**src/rtl/tape_arb_pkg.sv**
```systemverilog
// Shared types and defaults for the tape memory arbiter.
//  arb_state_e : arbiter mode, CLEAR (zeroing the tape) or RUN (serving ports)
//  CORE / DBG  : read-return owner tags
package tape_arb_pkg;

   localparam int unsigned ADDR_W_DEF       = 8;
   localparam int unsigned DATA_W_DEF       = 8;
   localparam int unsigned DBG_MAX_WAIT_DEF = 4;

   typedef enum logic {
      CLEAR = 1'b0,
      RUN   = 1'b1
   } arb_state_e;

   localparam logic CORE = 1'b0;
   localparam logic DBG  = 1'b1;

endpackage

```
**src/rtl/tape_mem_arbiter_if.sv**
```systemverilog
// Bus bundle between the tape arbiter, its two clients and the tape RAM.
//  master : client/RAM side (drives requests, clear_start and mem_rdata)
//  slave  : arbiter side (drives grants, read returns, clear_busy and mem_*)
interface tape_mem_arbiter_if #(
   parameter int unsigned ADDR_W = 8,
   parameter int unsigned DATA_W = 8
);
   logic              clear_start;
   logic              clear_busy;

   logic              core_req;
   logic              core_we;
   logic [ADDR_W-1:0] core_addr;
   logic [DATA_W-1:0] core_wdata;
   logic              core_gnt;
   logic              core_rvalid;
   logic [DATA_W-1:0] core_rdata;

   logic              dbg_req;
   logic [ADDR_W-1:0] dbg_addr;
   logic              dbg_gnt;
   logic              dbg_rvalid;
   logic [DATA_W-1:0] dbg_rdata;

   logic              mem_en;
   logic              mem_we;
   logic [ADDR_W-1:0] mem_addr;
   logic [DATA_W-1:0] mem_wdata;
   logic [DATA_W-1:0] mem_rdata;

   modport master (
      output clear_start, core_req, core_we, core_addr, core_wdata,
             dbg_req, dbg_addr, mem_rdata,
      input  clear_busy, core_gnt, core_rvalid, core_rdata,
             dbg_gnt, dbg_rvalid, dbg_rdata,
             mem_en, mem_we, mem_addr, mem_wdata
   );

   modport slave (
      input  clear_start, core_req, core_we, core_addr, core_wdata,
             dbg_req, dbg_addr, mem_rdata,
      output clear_busy, core_gnt, core_rvalid, core_rdata,
             dbg_gnt, dbg_rvalid, dbg_rdata,
             mem_en, mem_we, mem_addr, mem_wdata
   );

endinterface

```
**src/rtl/tape_clear_seq.sv**
```systemverilog
// Tape clear address sequencer.
//  clk, reset : clock, synchronous active-high reset (restarts the walk at 0)
//  start      : restart the walk at 0
//  advance    : step to the next cell this cycle
//  cnt        : cell currently being cleared
//  done_c     : the last cell is being written this cycle
module tape_clear_seq #(
   parameter int unsigned ADDR_W = 8
) (
   input  logic              clk,
   input  logic              reset,
   input  logic              start,
   input  logic              advance,
   output logic [ADDR_W-1:0] cnt,
   output logic              done_c
);

   // Address walk; wraps to 0 after the last cell so the next clear starts clean
   always_ff @(posedge clk) begin
      if (reset || start) begin
         cnt <= '0;
      end else if (advance) begin
         cnt <= cnt + ADDR_W'(1);
      end
   end

   assign done_c = advance && (cnt == '1);

endmodule

```
**src/rtl/tape_mem_arbiter.sv**
```systemverilog
// Single-port tape RAM owner: arbitrates the interpreter core port against a
// read-only debug scanner, and zeroes the whole tape after reset or on request.
//  clk, reset : clock, synchronous active-high reset
//  bus        : tape_mem_arbiter_if.slave (clear control, core port, dbg port, RAM port)
// Optional build macro TAPE_ARB_STARVE_GUARD_EN: dbg wins a contended cycle after
// waiting DBG_MAX_WAIT cycles; otherwise core has strict priority.
module tape_mem_arbiter
   import tape_arb_pkg::*;
#(
   parameter int unsigned ADDR_W       = ADDR_W_DEF,
   parameter int unsigned DATA_W       = DATA_W_DEF
`ifdef TAPE_ARB_STARVE_GUARD_EN
   ,
   parameter int unsigned DBG_MAX_WAIT = DBG_MAX_WAIT_DEF
`endif
) (
   input  logic             clk,
   input  logic             reset,
   tape_mem_arbiter_if.slave bus
);

   arb_state_e        state_q;
   logic [ADDR_W-1:0] clr_cnt;
   logic              clr_done_c;
   logic              run_ok;
   logic              force_dbg;
   logic              core_gnt;
   logic              dbg_gnt;
   logic              rd_accept;
   logic              rd_pend_q;
   logic              rd_tag_q;
   logic              core_rvalid;
   logic              dbg_rvalid;
   logic [DATA_W-1:0] core_rdata_q;
   logic [DATA_W-1:0] dbg_rdata_q;
   logic              mem_en;
   logic              mem_we;
   logic [ADDR_W-1:0] mem_addr;
   logic [DATA_W-1:0] mem_wdata;

   tape_clear_seq #(.ADDR_W(ADDR_W)) u_clear_seq (
      .clk     (clk),
      .reset   (reset),
      .start   ((state_q == RUN) && bus.clear_start),
      .advance (state_q == CLEAR),
      .cnt     (clr_cnt),
      .done_c  (clr_done_c)
   );

   // Mode FSM: CLEAR walks every cell once, RUN serves the ports
   always_ff @(posedge clk) begin
      if (reset) begin
         state_q <= CLEAR;
      end else begin
         case (state_q)
            CLEAR:   if (clr_done_c) state_q <= RUN;
            RUN:     if (bus.clear_start) state_q <= CLEAR;
            default: state_q <= CLEAR;
         endcase
      end
   end

`ifdef TAPE_ARB_STARVE_GUARD_EN
   localparam int unsigned WAIT_W = $clog2(DBG_MAX_WAIT + 1);
   logic [WAIT_W-1:0] wait_q;

   // Saturating count of cycles dbg spent requesting without a grant
   always_ff @(posedge clk) begin
      if (reset || dbg_gnt) begin
         wait_q <= '0;
      end else if (bus.dbg_req && (wait_q != WAIT_W'(DBG_MAX_WAIT))) begin
         wait_q <= wait_q + WAIT_W'(1);
      end
   end

   assign force_dbg = (wait_q == WAIT_W'(DBG_MAX_WAIT));
`else
   assign force_dbg = 1'b0;
`endif

   // The clear_start cycle itself issues no grants so the clear begins on a quiet RAM
   assign run_ok    = (state_q == RUN) && !bus.clear_start && !reset;
   assign core_gnt  = run_ok && bus.core_req && !(force_dbg && bus.dbg_req);
   assign dbg_gnt   = run_ok && bus.dbg_req && (!bus.core_req || force_dbg);
   assign rd_accept = (core_gnt && !bus.core_we) || dbg_gnt;

   // RAM port mirrors the clear walk or the granted client
   always_comb begin
      mem_en    = 1'b0;
      mem_we    = 1'b0;
      mem_addr  = '0;
      mem_wdata = '0;
      if (reset) begin
         mem_en = 1'b0;
      end else if (state_q == CLEAR) begin
         mem_en   = 1'b1;
         mem_we   = 1'b1;
         mem_addr = clr_cnt;
      end else if (core_gnt) begin
         mem_en    = 1'b1;
         mem_we    = bus.core_we;
         mem_addr  = bus.core_addr;
         mem_wdata = bus.core_wdata;
      end else if (dbg_gnt) begin
         mem_en   = 1'b1;
         mem_addr = bus.dbg_addr;
      end
   end

   // Read return: one pending slot tagged with its owner, data held between returns
   always_ff @(posedge clk) begin
      if (reset) begin
         rd_pend_q    <= 1'b0;
         rd_tag_q     <= CORE;
         core_rdata_q <= '0;
         dbg_rdata_q  <= '0;
      end else begin
         rd_pend_q <= rd_accept;
         if (rd_accept) rd_tag_q <= dbg_gnt ? DBG : CORE;
         if (core_rvalid) core_rdata_q <= bus.mem_rdata;
         if (dbg_rvalid)  dbg_rdata_q  <= bus.mem_rdata;
      end
   end

   assign core_rvalid = rd_pend_q && (rd_tag_q == CORE) && !reset;
   assign dbg_rvalid  = rd_pend_q && (rd_tag_q == DBG) && !reset;

   assign bus.clear_busy  = reset || (state_q == CLEAR);
   assign bus.core_gnt    = core_gnt;
   assign bus.dbg_gnt     = dbg_gnt;
   assign bus.core_rvalid = core_rvalid;
   assign bus.dbg_rvalid  = dbg_rvalid;
   assign bus.core_rdata  = reset ? '0 : (core_rvalid ? bus.mem_rdata : core_rdata_q);
   assign bus.dbg_rdata   = reset ? '0 : (dbg_rvalid ? bus.mem_rdata : dbg_rdata_q);
   assign bus.mem_en      = mem_en;
   assign bus.mem_we      = mem_we;
   assign bus.mem_addr    = mem_addr;
   assign bus.mem_wdata   = mem_wdata;

endmodule

```
**src/flat_wrapper.sv**
```systemverilog
// flat-port wrapper written by rule: the top's interface ports become plain ports
module tape_mem_arbiter_flat import tape_arb_pkg::*;
#(
   parameter int unsigned ADDR_W       = ADDR_W_DEF,
   parameter int unsigned DATA_W       = DATA_W_DEF

)
  (clk, reset, bus_clear_start, bus_core_req, bus_core_we, bus_core_addr, bus_core_wdata, bus_dbg_req, bus_dbg_addr, bus_mem_rdata, bus_clear_busy, bus_core_gnt, bus_core_rvalid, bus_core_rdata, bus_dbg_gnt, bus_dbg_rvalid, bus_dbg_rdata, bus_mem_en, bus_mem_we, bus_mem_addr, bus_mem_wdata);
  tape_mem_arbiter_if #(.ADDR_W(ADDR_W), .DATA_W(DATA_W)) bus_i ();
  input  logic clk;
  input  logic reset;
  input wire logic [$bits(bus_i.clear_start)-1:0] bus_clear_start;
  input wire logic [$bits(bus_i.core_req)-1:0] bus_core_req;
  input wire logic [$bits(bus_i.core_we)-1:0] bus_core_we;
  input wire logic [$bits(bus_i.core_addr)-1:0] bus_core_addr;
  input wire logic [$bits(bus_i.core_wdata)-1:0] bus_core_wdata;
  input wire logic [$bits(bus_i.dbg_req)-1:0] bus_dbg_req;
  input wire logic [$bits(bus_i.dbg_addr)-1:0] bus_dbg_addr;
  input wire logic [$bits(bus_i.mem_rdata)-1:0] bus_mem_rdata;
  output wire logic [$bits(bus_i.clear_busy)-1:0] bus_clear_busy;
  output wire logic [$bits(bus_i.core_gnt)-1:0] bus_core_gnt;
  output wire logic [$bits(bus_i.core_rvalid)-1:0] bus_core_rvalid;
  output wire logic [$bits(bus_i.core_rdata)-1:0] bus_core_rdata;
  output wire logic [$bits(bus_i.dbg_gnt)-1:0] bus_dbg_gnt;
  output wire logic [$bits(bus_i.dbg_rvalid)-1:0] bus_dbg_rvalid;
  output wire logic [$bits(bus_i.dbg_rdata)-1:0] bus_dbg_rdata;
  output wire logic [$bits(bus_i.mem_en)-1:0] bus_mem_en;
  output wire logic [$bits(bus_i.mem_we)-1:0] bus_mem_we;
  output wire logic [$bits(bus_i.mem_addr)-1:0] bus_mem_addr;
  output wire logic [$bits(bus_i.mem_wdata)-1:0] bus_mem_wdata;
  assign bus_i.clear_start = bus_clear_start;
  assign bus_i.core_req = bus_core_req;
  assign bus_i.core_we = bus_core_we;
  assign bus_i.core_addr = bus_core_addr;
  assign bus_i.core_wdata = bus_core_wdata;
  assign bus_i.dbg_req = bus_dbg_req;
  assign bus_i.dbg_addr = bus_dbg_addr;
  assign bus_i.mem_rdata = bus_mem_rdata;
  assign bus_clear_busy = bus_i.clear_busy;
  assign bus_core_gnt = bus_i.core_gnt;
  assign bus_core_rvalid = bus_i.core_rvalid;
  assign bus_core_rdata = bus_i.core_rdata;
  assign bus_dbg_gnt = bus_i.dbg_gnt;
  assign bus_dbg_rvalid = bus_i.dbg_rvalid;
  assign bus_dbg_rdata = bus_i.dbg_rdata;
  assign bus_mem_en = bus_i.mem_en;
  assign bus_mem_we = bus_i.mem_we;
  assign bus_mem_addr = bus_i.mem_addr;
  assign bus_mem_wdata = bus_i.mem_wdata;
  tape_mem_arbiter #(.ADDR_W(ADDR_W), .DATA_W(DATA_W)) u_core (.clk(clk), .reset(reset), .bus(bus_i));
endmodule
```
**config.mk**
```make
export PLATFORM = sky130hd
export DESIGN_NAME = tape_mem_arbiter_flat
export DESIGN_NICKNAME = d
export VERILOG_FILES = /design/src/rtl/tape_arb_pkg.sv /design/src/rtl/tape_mem_arbiter_if.sv /design/src/rtl/tape_clear_seq.sv /design/src/rtl/tape_mem_arbiter.sv /design/src/flat_wrapper.sv
export SDC_FILE = /design/constraint.sdc
export NUM_CORES = 1
export LEC_CHECK = 0
export BUFFER_PORTS_ARGS = -buffer_cell sky130_fd_sc_hd__buf_2
export CAP_MARGIN = 10
export CORE_UTILIZATION = 45
export CTS_BUF_LIST = sky130_fd_sc_hd__clkbuf_2
export DETAILED_ROUTE_END_ITERATION = 10
export PLACE_DENSITY_LB_ADDON = 0.15
export REMOVE_ABC_BUFFERS = 1
export SYNTH_ARGS = -nofsm -noshare
export SYNTH_HDL_FRONTEND = slang
export SYNTH_SLANG_ARGS = --single-unit
```
**constraint.sdc**
```tcl
create_clock -name clk -period 1.7 [get_ports clk]
set_input_delay 0.34 -clock clk [delete_from_list [all_inputs] [get_ports clk]]
set_output_delay 0.34 -clock clk [all_outputs]
set_load 0.05 [all_outputs]
```
==> results of run 1 <==
cells by family after synthesis:
family	count (synthesis)	share of synthesized area
adder cells (fa/ha/maj)	1	0.00930
XOR/XNOR	4	0.0261
AO/OA/AOI/OAI	36	0.173
AND/OR/NAND/NOR	82	0.351
flip-flops	27	0.402
multiplexers	1	0.00744
buffers and inverters	10	0.0316
routing by layer:
layer  global-route usage  GRT overflow
met4                0.914            32
met2                 1.00            39
met5               0.0714             0
met3                0.463             1
met1                0.764             0
cells in the mapped netlist, types with 2 or more instances:
master,n
sky130_fd_sc_hd__inv_2,3
sky130_fd_sc_hd__a211oi_1,6
sky130_fd_sc_hd__a221o_1,2
sky130_fd_sc_hd__or3_1,3
sky130_fd_sc_hd__nand3b_1,10
sky130_fd_sc_hd__nor3b_4,2
sky130_fd_sc_hd__nand2b_1,9
sky130_fd_sc_hd__nand4b_1,2
sky130_fd_sc_hd__nor2_1,11
sky130_fd_sc_hd__a21oi_1,6
sky130_fd_sc_hd__nor2b_1,2
sky130_fd_sc_hd__buf_2,4
sky130_fd_sc_hd__nand2_1,28
sky130_fd_sc_hd__dfxtp_1,27
sky130_fd_sc_hd__nor3b_1,2
sky130_fd_sc_hd__o21ai_1,10
sky130_fd_sc_hd__and2_1,8
sky130_fd_sc_hd__xor2_1,3
sky130_fd_sc_hd__clkbuf_1,3
sky130_fd_sc_hd__o21ai_0,4
sky130_fd_sc_hd__a32oi_1,6
per-stage QoR:
step | util | instance area (sq um) | worst slack [ns]
after floorplan | - | 1310 | -1.08
after global placement | 0.665 | 1870 | -0.147
after detailed placement | 0.665 | 1870 | -0.243
after CTS | 0.891 | 2500 | -0.363
what timing repair did:
item,4_1_cts
setup buffers,20
pin swaps,32
resized for setup,124
gates cloned,2
hold endpoints to repair,0
endpoints found under the setup margin,37
==> metrics, run 1 <==
cts bufs inserted 3; result of the run stopped before the end; H-tree depth reported by CTS 1; worst endpoint type top-level output; mapped cell area 1350 sq um; RD Place Congestion a little under 0.8; initial antenna violation count 3; fraction of the yosys area taken by sequential cells 0.402; Syn Inst Count around 160; number of distinct library cell variants in the gate-level netlist after synthesis 31; synth warn 0; Max Buffers Root-to-Sink 2; clock sink count 27; largest net degree at the start of global routing 19; top cell type's share of synthesized area 0.402; flip-flop and latch count after synthesis 27; Worst EP post-GRT repair bus_mem_addr[1]; most area-hungry cell type in the Yosys netlist sky130_fd_sc_hd__dfxtp_1; I/O pin cnt 77; final HPWL from detailed placement between 2 and 3 mm; Top FF cell, synth sky130_fd_sc_hd__dfxtp_1; share of synthesized flip-flops with an asynchronous set or reset 0; Chip Height between 50 and 60 um; Port-buffer cells 76; Root Driver sky130_fd_sc_hd__clkbuf_2; global router's overall resource usage 0.770; die width between 50 and 60 um; last stage reached global routing (5_1_grt); largest cells by area after synthesis sky130_fd_sc_hd__dfxtp_1 (40%), sky130_fd_sc_hd__nand2_1 (7.8%), sky130_fd_sc_hd__nand3b_1 (5.6%); average cell area after synthesis ~8.4 sq um; hold_buf cts 0; number of enable-type register cells in the synthesized netlist 0; Placement Rows 19; initial core utilization 0.479; global-route congestion overflow total 72; First Error [ERROR GRT-0232] Routing congestion too high. Check the congestion heatmap in the GUI.; Placed Cells between 200 and 300
==> run 2, diff against run 1 <==
--- a/config.mk
+++ b/config.mk
@@ -7,9 +7,9 @@
 export LEC_CHECK = 0
 export BUFFER_PORTS_ARGS = -buffer_cell sky130_fd_sc_hd__buf_2
 export CAP_MARGIN = 10
-export CORE_UTILIZATION = 45
-export CTS_BUF_LIST = sky130_fd_sc_hd__clkbuf_2
+export CORE_AREA = 2 2 63 65
 export DETAILED_ROUTE_END_ITERATION = 10
+export DIE_AREA = 0 0 65 67
 export PLACE_DENSITY_LB_ADDON = 0.15
 export REMOVE_ABC_BUFFERS = 1
 export SYNTH_ARGS = -nofsm -noshare
==> run 2 against run 1 <==
  * The flow now finishes, with violations (negative setup slack)
  * Synthesized area unchanged
  * Synthesized cell count unchanged
==> metrics, run 2 <==
clock sink count 27 (unchanged); reg2reg path depth 10; Lkg Pwr between 1 and 1.5 nW; Root Driver sky130_fd_sc_hd__clkbuf_8; flip-flop and latch count after synthesis 27 (unchanged); Filler Cells Inserted 240; via count of the first global-routing pass 1554; number of distinct library cell variants in the gate-level netlist after synthesis 31 (unchanged); Max Clock Skew between 0.003 and 0.004 ns; nets roughly 330; top cell type's share of synthesized area 0.402 (unchanged); Port-buffer cells 76 (unchanged); most area-hungry cell type in the Yosys netlist sky130_fd_sc_hd__dfxtp_1; share of synthesized flip-flops with an asynchronous set or reset 0 (unchanged); CTS tree yes; Min Clock Period, post-route slightly below 2 ns; Slowest Stage Delay on Critical Path 0.34 ns; largest net degree at the start of global routing 21; final std cells w/o fill approximately 340; Syn Inst Count 161 (unchanged); endpoints failing setup 34; mapped cell area 1350 sq um (unchanged); average cell area after synthesis 8.35 sq um (unchanged); Pwr Total approximately 1.2 mW; fraction of the yosys area taken by sequential cells 0.402 (unchanged); biggest regs u_core.core_rdata_q (8), u_core.dbg_rdata_q (8), u_core.u_clear_seq.cnt (8); cell type of the slowest stage on the worst timing path sky130_fd_sc_hd__dfxtp_2; cell with the most instances on the worst path sky130_fd_sc_hd__buf_6; violated checks negative setup slack; largest fanout on the critical path 4; most instantiated library cell after synthesis sky130_fd_sc_hd__nand2_1; Placed Cells 304 (+9.7%); largest cells by area after synthesis sky130_fd_sc_hd__dfxtp_1 (40%), sky130_fd_sc_hd__nand2_1 (7.8%), sky130_fd_sc_hd__nand3b_1 (5.6%); fin. max-slew vios 0; initial core utilization 0.373 (-0.106); wire length of the first global-routing pass between 7 and 8 mm; fraction of final layout cells sized beyond drive strength 1 0.645; number of nets still failing antenna checks after routing 0; final HPWL from detailed placement 2.70 mm (-2.7%); global router's overall resource usage 0.219; startpoint type of the worst setup path flop; RD Place Congestion 0.722 (-9.2%); # DRC 0; VDD IR-drop max roughly 0.00028 V; startpoint of the most critical setup path u_core.state_q$_SDFF_PP0_; most frequent cells in the layout sky130_fd_sc_hd__buf_4 (44), sky130_fd_sc_hd__buf_2 (37), sky130_fd_sc_hd__buf_6 (37); most common cell after layout, fill and taps aside sky130_fd_sc_hd__buf_4; die width 65 um (+15%); Top FF cell, synth sky130_fd_sc_hd__dfxtp_1; initial antenna violation count 0; power per cell area 422 nW/um^2; wire length reported by the detailed router approximately 5.5 mm; Inserted Diodes 0; setup repair after global routing missed its margin yes; Placement Rows 22 (+3); Final Worst Setup Slack -0.242 ns; classification of the worst-slack hold path in2reg; Critical Path RT about 1.4 ns; synthesis-to-layout area growth 111%; Fmax slightly above 500 MHz; total number of vias roughly 1.7k; most frequent cells after synthesis sky130_fd_sc_hd__nand2_1 (28), sky130_fd_sc_hd__dfxtp_1 (27), sky130_fd_sc_hd__nor2_1 (11); final standard cell utilization of the core 0.786; Worst Tran Pin Value ~0.3 ns; Design Area, Final roughly 2800 sq um; source-to-sink clock delay at the later pin of the worst-skew pair 0.27 ns; cell-by-cell trace of the critical path buf_4 -> buf_6 -> nand4bb_4 -> clkinvlp_4 -> a221o_1 -> buf_6; post-detailed-route via-to-cell ratio 5.05; Chip Height 67 um (+18%); final routed wire length divided by cell count about 16 um; kind of end point of the critical path primary output; launch instance of the worst register-to-register path u_core.rd_tag_q$_SDFFE_PP0P_; crit path kind reg2out; worst-case headroom to the max-slew limit 0.803; final period utilization 1.14; worst setup slack after placement -0.171 ns (+0.0715 ns); number of enable-type register cells in the synthesized netlist 0 (unchanged); H-tree depth reported by CTS 1 (unchanged); core region area roughly 3600 sq um; arrival time reported for the critical path endpoint ~1.6 ns; initial detailed-routing violation count a little over 80; synth warn 0 (unchanged); area enclosed by the die boundary approximately 4400 sq um; last element of the critical path bus_mem_addr[6]; register-to-register setup slack 0.04 ns; destination of the worst register-to-register timing path u_core.dbg_rdata_q[6]$_DFF_P_; Max Buffers Root-to-Sink 2 (unchanged); I/O pin cnt 77 (unchanged); clock transition time at the flip-flop clock pins of the worst setup and hold paths 0.09 ns; result of the run finished, violations left; endpoints failing hold 0; global-route congestion overflow total 0; cts bufs inserted 3 (unchanged); max capacitance violation total 0; first-pass iteration count of the detailed router 4; post-placement cell area 1970 sq um (+5.8%)
## run 2: cell counts after synthesis
No cell type changed its count.
## run 2: through the flow
step	hold slack, ns	TNS (ns)
3_3_place_gp	0.452	-3.34
4_1_cts	0.297	-2.30
6_report	0.299	-4.10
5_1_grt	0.305	-6.37
2_1_floorplan	0.409	-16.71
3_5_place_dp	0.459	-3.64
## run 2: power breakdown
group | internal [mW] | total [mW] | leakage [nW] | switching [mW]
Clock | 0.168 | 0.369 | 0.0228 | 0.201
Combinational | 0.0915 | 0.182 | 1.05 | 0.0901
Sequential | 0.637 | 0.645 | 0.220 | 0.00791
## run 2: kinds of logic (layout without fill, tap and decap cells)
kind of cell	count (synthesis)	in the layout	synth area share
and+or+nand+nor	82	82	0.351
AOI/OAI and AO/OA	36	36	0.173
DFF	27	27	0.402
buffers and inverters	10	142	0.0316
xor gates and xnor gates	4	4	0.0261
adders and majority gates	1	1	0.00930
muxes	1	1	0.00744
## run 2: layer usage
| layer | global-route usage | vias to the layer above | wire, um |
|---|---|---|---|
| met5 | 0 | - | 0 |
| met4 | 0.0638 | 0 | 133 |
| met3 | 0.0372 | 15 | 267 |
| met2 | 0.415 | 70 | 2900 |
| met1 | 0.250 | 806 | 2190 |
| li1 | - | 830 | - |
## run 2: worst min path at each step
stage	depth (start not counted)	endpoint	slack, ns	startpoint
6_report	2	u_core.rd_pend_q$_SDFF_PP0_	0.30	bus_core_we
4_1_cts	2	u_core.rd_pend_q$_SDFF_PP0_	0.30	bus_core_we
2_1_floorplan	1	u_core.rd_tag_q$_SDFFE_PP0P_	0.41	reset
3_3_place_gp	2	u_core.core_rdata_q[6]$_DFF_P_	0.45	u_core.core_rdata_q[6]$_DFF_P_
3_5_place_dp	2	u_core.core_rdata_q[5]$_DFF_P_	0.46	u_core.core_rdata_q[5]$_DFF_P_
5_1_grt	2	u_core.rd_pend_q$_SDFF_PP0_	0.30	bus_core_we
## run 2: repair_timing
item	in CTS	in global routing
setup endpoints to repair	36	38
hold buffers	0	0
pin swaps	28	17
resized for setup	111	57
gates cloned	4	0
buffers inserted	19	13
## run 2: cell type report
type                            instances  area (sq um)  share of cell area
Timing Repair inverter                  2          15.0             0.00530
Inverter                                3          18.8             0.00663
Clock buffer                            4          45.0              0.0159
Timing Repair Buffer                  133          1190               0.419
Sequential cell                        27           547               0.193
Multi-Input combinational cell        124           960               0.339
Tap cell                               48          60.1              0.0212
## run 2: critical path, delay by kind of cell, from the launching register on
kind            cells  cell delay [ns]
compound gates      1             0.32
buf+inv             4             0.55
flops               1             0.34
simple gates        1             0.11
Note: power is estimated with default switching activity, not from simulation.
==> run 3, diff against run 2 <==
--- a/config.mk
+++ b/config.mk
@@ -5,11 +5,11 @@
 export SDC_FILE = /design/constraint.sdc
 export NUM_CORES = 1
 export LEC_CHECK = 0
+export ABC_AREA = 1
 export BUFFER_PORTS_ARGS = -buffer_cell sky130_fd_sc_hd__buf_2
 export CAP_MARGIN = 10
-export CORE_AREA = 2 2 63 65
+export CORE_UTILIZATION = 40
 export DETAILED_ROUTE_END_ITERATION = 10
-export DIE_AREA = 0 0 65 67
 export PLACE_DENSITY_LB_ADDON = 0.15
 export REMOVE_ABC_BUFFERS = 1
 export SYNTH_ARGS = -nofsm -noshare
==> constraint.sdc (replaced) <==
create_clock -name clk -period 2.25 [get_ports clk]
set_input_delay 0.45 -clock clk [delete_from_list [all_inputs] [get_ports clk]]
set_output_delay 0.45 -clock clk [all_outputs]
set_load 0.05 [all_outputs]
==> run 3 against run 2 <==
  * The flow now finishes without violations
  * Cell count decreased by 1.2%
  * Utilization decreased by 21 points
  * Combinational power decreased by 48%
  * Worst setup slack improved by 0.35 ns
  * Flip-flop and latch count unchanged
  * Synthesized area increased by 7.5%
  * Critical endpoint is now bus_mem_addr[0]
  * Largest power group unchanged
==> metrics, run 3 <==
Max Clock Skew 0.00206 ns (-0.00106 ns); largest fanout on the critical path 12 (+8); crit path kind in2out; fraction of the yosys area taken by sequential cells 0.374 (-0.0282); nets 331 (-0.60%); final routed wire length divided by cell count 10.2 um (-37%); most common cell after layout, fill and taps aside sky130_fd_sc_hd__buf_2; Root Driver sky130_fd_sc_hd__clkbuf_4; post-detailed-route via-to-cell ratio 4.58 (-9.2%); post-placement cell area 1870 sq um (-5.1%); Pwr Total 788 uW (-34%); Chip Height 62.1 um (-7.3%); post-synthesis simple-gate area fraction 0.375 (+0.0247); final standard cell utilization of the core 0.571 (-0.214); synthesis-to-layout area growth 33.9%; setup repair after global routing missed its margin no; area enclosed by the die boundary 3860 sq um (-11%); fin. max-slew vios 0 (unchanged); total number of vias 1544 (-10%); final period utilization 0.951; biggest regs u_core.core_rdata_q (8), u_core.dbg_rdata_q (8), u_core.u_clear_seq.cnt (8); number of distinct library cell variants in the gate-level netlist after synthesis 28 (-9.7%); kind of end point of the critical path primary output; Post-Synth XOR/XNOR Area 0.00606 (-0.0200); cts bufs inserted 3 (unchanged); most instantiated library cell after synthesis sky130_fd_sc_hd__nand2_1; global router's overall resource usage 0.181 (-0.0380); reg2reg path depth 5 (-5); Slowest Stage Delay on Critical Path 0.24 ns (-0.10 ns); clock sink count 27 (unchanged); core region area 3390 sq um (-6.0%); most frequent cells in the layout sky130_fd_sc_hd__buf_2 (75), sky130_fd_sc_hd__nand2_1 (68), sky130_fd_sc_hd__dfxtp_1 (26); final std cells w/o fill 337 (-1.2%); max capacitance violation total 0 (unchanged); Lkg Pwr 1.04 nW (-19%); synth warn 0 (unchanged); number of enable-type register cells in the synthesized netlist 0 (unchanged); most area-hungry cell type in the Yosys netlist sky130_fd_sc_hd__dfxtp_1; wire length reported by the detailed router 3.44 mm (-37%); Placement Rows 21 (-4.5%); startpoint type of the worst setup path primary input; first-pass iteration count of the detailed router 4 (unchanged); H-tree depth reported by CTS 1 (unchanged); Syn Inst Count 212 (+32%); fraction of final layout cells sized beyond drive strength 1 0.378 (-0.267); initial detailed-routing violation count 52 (-37%); fraction of the mapped netlist area in compound gates 0.139 (-0.0337); number of nets still failing antenna checks after routing 0 (unchanged); VDD IR-drop max 0.000364 V (+30%); largest cells by area after synthesis sky130_fd_sc_hd__dfxtp_1 (37%), sky130_fd_sc_hd__nand2_1 (18%), sky130_fd_sc_hd__inv_1 (6.5%); CTS tree yes; initial core utilization 0.427 (+0.0537); destination of the worst register-to-register timing path u_core.u_clear_seq.cnt[5]$_SDFFE_PP0N_; launch instance of the worst register-to-register path u_core.state_q$_SDFF_PP0_; endpoints failing hold 0 (unchanged); Placed Cells 331 (+8.9%); register-to-register setup slack 0.93 ns (+0.89 ns); terminating pin of the worst hold path u_core.dbg_rdata_q[5]$_DFF_P_; top cell type's share of synthesized area 0.374 (-0.0282); number of cells on the worst hold path 3 (+1); most frequent cells after synthesis sky130_fd_sc_hd__nand2_1 (69), sky130_fd_sc_hd__dfxtp_1 (27), sky130_fd_sc_hd__inv_1 (25); result of the run finished clean; Min Clock Period, post-route roughly 2.1 ns; Top FF cell, synth sky130_fd_sc_hd__dfxtp_1; flip-flop and latch count after synthesis 27 (unchanged); cell with the most instances on the worst path sky130_fd_sc_hd__nand2_4; share of synthesized flip-flops with an asynchronous set or reset 0 (unchanged); Filler Cells Inserted 339 (+41%); cell type of the slowest stage on the worst timing path sky130_fd_sc_hd__clkbuf_4; Critical Path RT 1.80 ns (+0.44 ns); cell-by-cell trace of the critical path buf_2 -> inv_4 -> nand2_4 -> nor2_4 -> nand2_4 -> nor2_8 -> nand2_2 -> a21oi_2 -> clkbuf_4; clock transition time at the flip-flop clock pins of the worst setup and hold paths 0.14 ns (+0.05 ns); setup total negative slack 0 ns (+4.10 ns); classification of the worst-slack hold path in2reg; via count of the first global-routing pass 1345 (-13%); global-route congestion overflow total 0 (unchanged); # DRC 0 (unchanged); average cell area after synthesis 6.82 sq um (-18%); endpoints failing setup 0 (-100%); combinational family with the most area after synthesis simple AND/OR/NAND/NOR gates; worst-case headroom to the max-slew limit 0.798 (-0.00566); Fmax approximately 470 MHz; I/O pin cnt 77 (unchanged); mapped cell area 1450 sq um (+7.5%); arrival time reported for the critical path endpoint 1.69 ns (+0.09 ns); largest net degree at the start of global routing 18 (-14%); Max Buffers Root-to-Sink 2 (unchanged); wire length of the first global-routing pass 5.82 mm (-20%); Worst Tran Pin Value 0.303 ns (+0.00807 ns); final HPWL from detailed placement 2.64 mm (-2.5%); RD Place Congestion 0.740 (+2.4%); multiplexer share of the synthesized area 0 (-0.00744); power per cell area 407 nW/um^2 (-3.6%); source-to-sink clock delay at the later pin of the worst-skew pair 0.32 ns (+0.05 ns); Adder-Cell Fraction of Synth Area 0.00865 (-0.000652); initial antenna violation count 0 (unchanged); Inserted Diodes 0 (unchanged); Design Area, Final 1940 sq um (-32%); Port-buffer cells 76 (unchanged); HP Start bus_mem_rdata[5]; die width 62.1 um (-4.4%)
-- run 3: layer usage --
metal  global-route usage  vias up  part of all wire
li1                     -      829                 -
met1                0.219      667              0.46
met2                0.321       43              0.47
met3               0.0257        5             0.047
met4               0.0698        0             0.016
met5                    0        -                 0
-- run 3: report_power, final --
part	switching [mW]	internal, mW
clock network	0.138	0.0680
registers	0.00529	0.481
logic	0.0585	0.0370
-- run 3: critical path: cells and delay by family --
family                 cells  cell delay [ns]
AOI/OAI and AO/OA          1             0.15
and+or+nand+nor            5             0.53
buffers and inverters      3             0.56
-- run 3: metrics by stage --
stage,hold WS [ns],setup WS (ns)
after floorplan,0.433,-0.372
after global placement,0.463,0.169
after detailed placement,0.467,0.123
after CTS,0.335,0.000365
after global routing,0.349,0.0179
final,0.347,0.111
-- run 3: worst max-delay path by stage --
stage,slack (ns),endpoint,from,cells after the start
3_5_place_dp,0.12,bus_mem_addr[0],reset,9
2_1_floorplan,-0.37,bus_mem_en,u_core.state_q$_SDFF_PP0_,4
6_report,0.11,bus_mem_addr[0],reset,9
3_3_place_gp,0.17,bus_mem_addr[5],reset,9
5_1_grt,0.02,bus_mem_addr[0],u_core.state_q$_SDFF_PP0_,7
4_1_cts,0.0004,bus_dbg_rdata[7],u_core.rd_tag_q$_SDFFE_PP0P_,5
-- run 3: layout make-up --
cell class	count	area (sq um)	area share
flip-flops and latches	27	544	0.281
repair buffers	80	413	0.213
multi-input cells	152	785	0.405
well taps	46	57.6	0.0297
clock inverters	1	7.51	0.00388
clock buffers	3	22.5	0.0116
inverters	28	108	0.0556
-- run 3: kinds of logic after synthesis --
| kind of cell | count (synthesis) |
|---|---|
| xor+xnor | 1 |
| flops | 27 |
| compound gates | 35 |
| fa+ha+maj | 1 |
| buf+inv | 34 |
| simple gates | 114 |
-- run 3: what timing repair did --
item | 4_1_cts | 5_1_grt
setup endpoints to repair | 9 | 17
hold buffers | 0 | 0
pin swaps | 0 | 1
gates resized for setup | 1 | 5
cloned | 0 | 1
buffers inserted | 0 | 1
==> run 4, diff against run 3 <==
--- a/config.mk
+++ b/config.mk
@@ -6,12 +6,13 @@
 export NUM_CORES = 1
 export LEC_CHECK = 0
 export ABC_AREA = 1
-export BUFFER_PORTS_ARGS = -buffer_cell sky130_fd_sc_hd__buf_2
 export CAP_MARGIN = 10
 export CORE_UTILIZATION = 40
 export DETAILED_ROUTE_END_ITERATION = 10
+export DONT_BUFFER_PORTS = 1
 export PLACE_DENSITY_LB_ADDON = 0.15
 export REMOVE_ABC_BUFFERS = 1
 export SYNTH_ARGS = -nofsm -noshare
 export SYNTH_HDL_FRONTEND = slang
+export SYNTH_HIERARCHICAL = 1
 export SYNTH_SLANG_ARGS = --single-unit
==> run 4 against run 3 <==
  * Largest cell class unchanged
  * Highest routed layer unchanged
  * Cell area down 6.5%
  * Via count down 7.6%
  * Non-clock buffer count down 45
  * Critical endpoint is now bus_dbg_rdata[2]
  * Global-route usage about the same
  * Synthesized area up 2.6%
  * Combinational power down 32%
  * Clock skew up 0.0018 ns
==> metrics, run 4 <==
fraction of final layout cells sized beyond drive strength 1 0.223 (-0.155); final hold slack 0.242 ns (-0.105 ns); Syn Inst Count 227 (+7.1%); switching share of power 0.233 (-0.0226); global router's overall resource usage 0.181 (-0.000407); Fmax 481 MHz (+2.8%); via count of the first global-routing pass 1283 (-4.6%); synthesis-to-layout area growth 22.0%; max capacitance violation total 0 (unchanged); classification of the worst-slack hold path in2reg; Inserted Diodes 0 (unchanged); number of distinct library cell variants in the gate-level netlist after synthesis 22 (-21%); die width 62.9 um (+1.3%); kind of end point of the critical path primary output; Root Driver sky130_fd_sc_hd__clkbuf_8; fin. max-slew vios 0 (unchanged); clock sink count 27 (unchanged); wire length reported by the detailed router 3.38 mm (-1.5%); final HPWL from detailed placement 2.62 mm (-0.62%); share of power burned in the clock network 0.326 (+0.065); source-to-sink clock delay at the later pin of the worst-skew pair 0.27 ns (-0.05 ns); Worst Tran Pin Value 0.504 ns (+0.201 ns); area enclosed by the die boundary 3960 sq um (+2.5%); I/O pin cnt 77 (unchanged); number of nets still failing antenna checks after routing 0 (unchanged); crit path kind reg2out; Pwr Total 818 uW (+3.8%); arrival time reported for the critical path endpoint 1.63 ns (-0.06 ns); most frequent cells in the layout sky130_fd_sc_hd__nand2_1 (57), sky130_fd_sc_hd__buf_4 (34), sky130_fd_sc_hd__nor2_1 (32); Critical Path RT 1.80 ns (about the same); Placed Cells 298 (-10%); most frequent cells after synthesis sky130_fd_sc_hd__nand2_1 (57), sky130_fd_sc_hd__nor2_1 (32), sky130_fd_sc_hd__inv_1 (29); mapped cell area 1480 sq um (+2.6%); HP Start reset; flip-flop and latch count after synthesis 27 (unchanged); final routed wire length divided by cell count 11.2 um (+9.9%); Min Clock Period, post-route 2.08 ns (-0.0585 ns); initial detailed-routing violation count 112 (+120%); number of enable-type register cells in the synthesized netlist 0 (unchanged); Design Area, Final 1810 sq um (-6.5%); logic gate share of total power 0.080 (-0.041); core region area 3440 sq um (+1.6%); average cell area after synthesis 6.54 sq um (-4.2%); clock transition time at the flip-flop clock pins of the worst setup and hold paths 0.08 ns (-0.06 ns); hold_buf cts 0 (unchanged); cts bufs inserted 3 (unchanged); most instantiated library cell after synthesis sky130_fd_sc_hd__nand2_1; share of synthesized flip-flops with an asynchronous set or reset 0 (unchanged); worst setup slack after placement 0.353 ns (+0.231 ns); power per cell area 452 nW/um^2 (+11%); nets 296 (-11%); VDD IR-drop max 0.000541 V (+48%); post-placement cell area 1750 sq um (-6.7%); # DRC 0 (unchanged); setup repair after global routing missed its margin no; post-detailed-route via-to-cell ratio 4.73 (+3.1%); Max Buffers Root-to-Sink 2 (unchanged); RD Place Congestion 0.751 (+1.4%); Final Worst Setup Slack 0.170 ns (+0.0585 ns); final std cells w/o fill 302 (-10%); global-route congestion overflow total 0 (unchanged); fraction of the yosys area taken by sequential cells 0.364 (-0.00945); endpoints failing setup 0 (unchanged); launch instance of the worst register-to-register path u_core/rd_tag_q$_SDFFE_PP0P_; wire length of the first global-routing pass 5.84 mm (+0.24%); CTS tree yes; final period utilization 0.925 (-0.0260); endpoints failing hold 0 (unchanged); largest fanout on the critical path 9 (-3); proportion of power drawn by flip-flops and latches 0.594 (-0.024); startpoint of the most critical setup path u_core/rd_tag_q$_SDFFE_PP0P_; biggest regs u_core/core_rdata_q (8), u_core/dbg_rdata_q (8), u_core/u_clear_seq/cnt (8); Max Clock Skew 0.00391 ns (+0.00185 ns); Switching Power 191 uW (-5.3%); top cell type's share of synthesized area 0.364 (-0.00945); startpoint type of the worst setup path flop; Top FF cell, synth sky130_fd_sc_hd__dfxtp_1; Chip Height 62.9 um (+1.3%); largest net degree at the start of global routing 23 (+5); Internal Dissipation 627 uW (+7.0%); Placement Rows 21 (unchanged); initial core utilization 0.431 (+0.00439); initial antenna violation count 0 (unchanged); most common cell after layout, fill and taps aside sky130_fd_sc_hd__nand2_1; largest cells by area after synthesis sky130_fd_sc_hd__dfxtp_1 (36%), sky130_fd_sc_hd__nand2_1 (14%), sky130_fd_sc_hd__nor2_1 (8.1%); most area-hungry cell type in the Yosys netlist sky130_fd_sc_hd__dfxtp_1; Filler Cells Inserted 358 (+5.6%); total number of vias 1427 (-7.6%); result of the run finished clean; Port-buffer cells 0 (-100%); synth warn 6 (+6); worst-case headroom to the max-slew limit 0.663 (-0.134); Lkg Pwr 0.856 nW (-18%); first-pass iteration count of the detailed router 4 (unchanged); H-tree depth reported by CTS 1 (unchanged)
## run 4: through the flow
stage / setup TNS (ns) / util
4_1_cts: 0 / 0.521
2_1_floorplan: -6.44 / -
3_5_place_dp: 0 / 0.508
6_report: 0 / 0.526
5_1_grt: 0 / 0.526
3_3_place_gp: 0 / 0.508
## run 4: kinds of logic after synthesis
family	synth area share
and+or+nand+nor	0.392
buffers and inverters	0.126
AOI/OAI and AO/OA	0.109
DFF	0.364
adders and majority gates	0.00843
## run 4: final timing paths
kind / endpoint / slack (ns) / cells past startpoint
setup reg to reg: u_core/dbg_rdata_q[2]$_DFF_P_ / 0.73 / 4
setup / recovery: bus_dbg_rdata[2] / 0.17 / 4
hold / removal: u_core/rd_tag_q$_SDFFE_PP0P_ / 0.24 / 1
hold reg to reg: u_core/core_rdata_q[6]$_DFF_P_ / 0.48 / 2
## run 4: area by class of cell
class	count	area (sq um)	share of cell area
Clock buffer	4	45.0	0.0249
Inverter	32	120	0.0663
Multi-Input combinational cell	158	772	0.426
Sequential cell	27	541	0.299
Tap cell	46	57.6	0.0318
Timing Repair Buffer	35	275	0.152
## run 4: critical path: stages (launching register included)
cell                      delay [ns]
sky130_fd_sc_hd__dfxtp_1        0.41
sky130_fd_sc_hd__nand2_2        0.16
sky130_fd_sc_hd__nor2_2         0.32
sky130_fd_sc_hd__nand2_1        0.09
sky130_fd_sc_hd__nand2_1        0.40
## run 4: what timing repair did
| item | CTS | global route |
|---|---|---|
| setup endpoints to repair | 0 | 5 |
| resized for setup | 0 | 2 |
| buffers inserted | 0 | 0 |
## run 4: power groups by stage
stage / Combinational [mW] / Sequential, mW / Clock, mW
2_1_floorplan: 0.0477 / 0.496 / 0
3_3_place_gp: 0.0648 / 0.498 / 0
3_5_place_dp: 0.0645 / 0.498 / 0
4_1_cts: 0.0648 / 0.486 / 0.273
5_1_grt: 0.0723 / 0.487 / 0.291
6_report: 0.0654 / 0.486 / 0.267
## run 4: per-layer routing
layer,share of wire,track usage
met1,0.46,0.235
met2,0.47,0.300
met3,0.071,0.0456
met4,0.0050,0.0349
met5,0,0
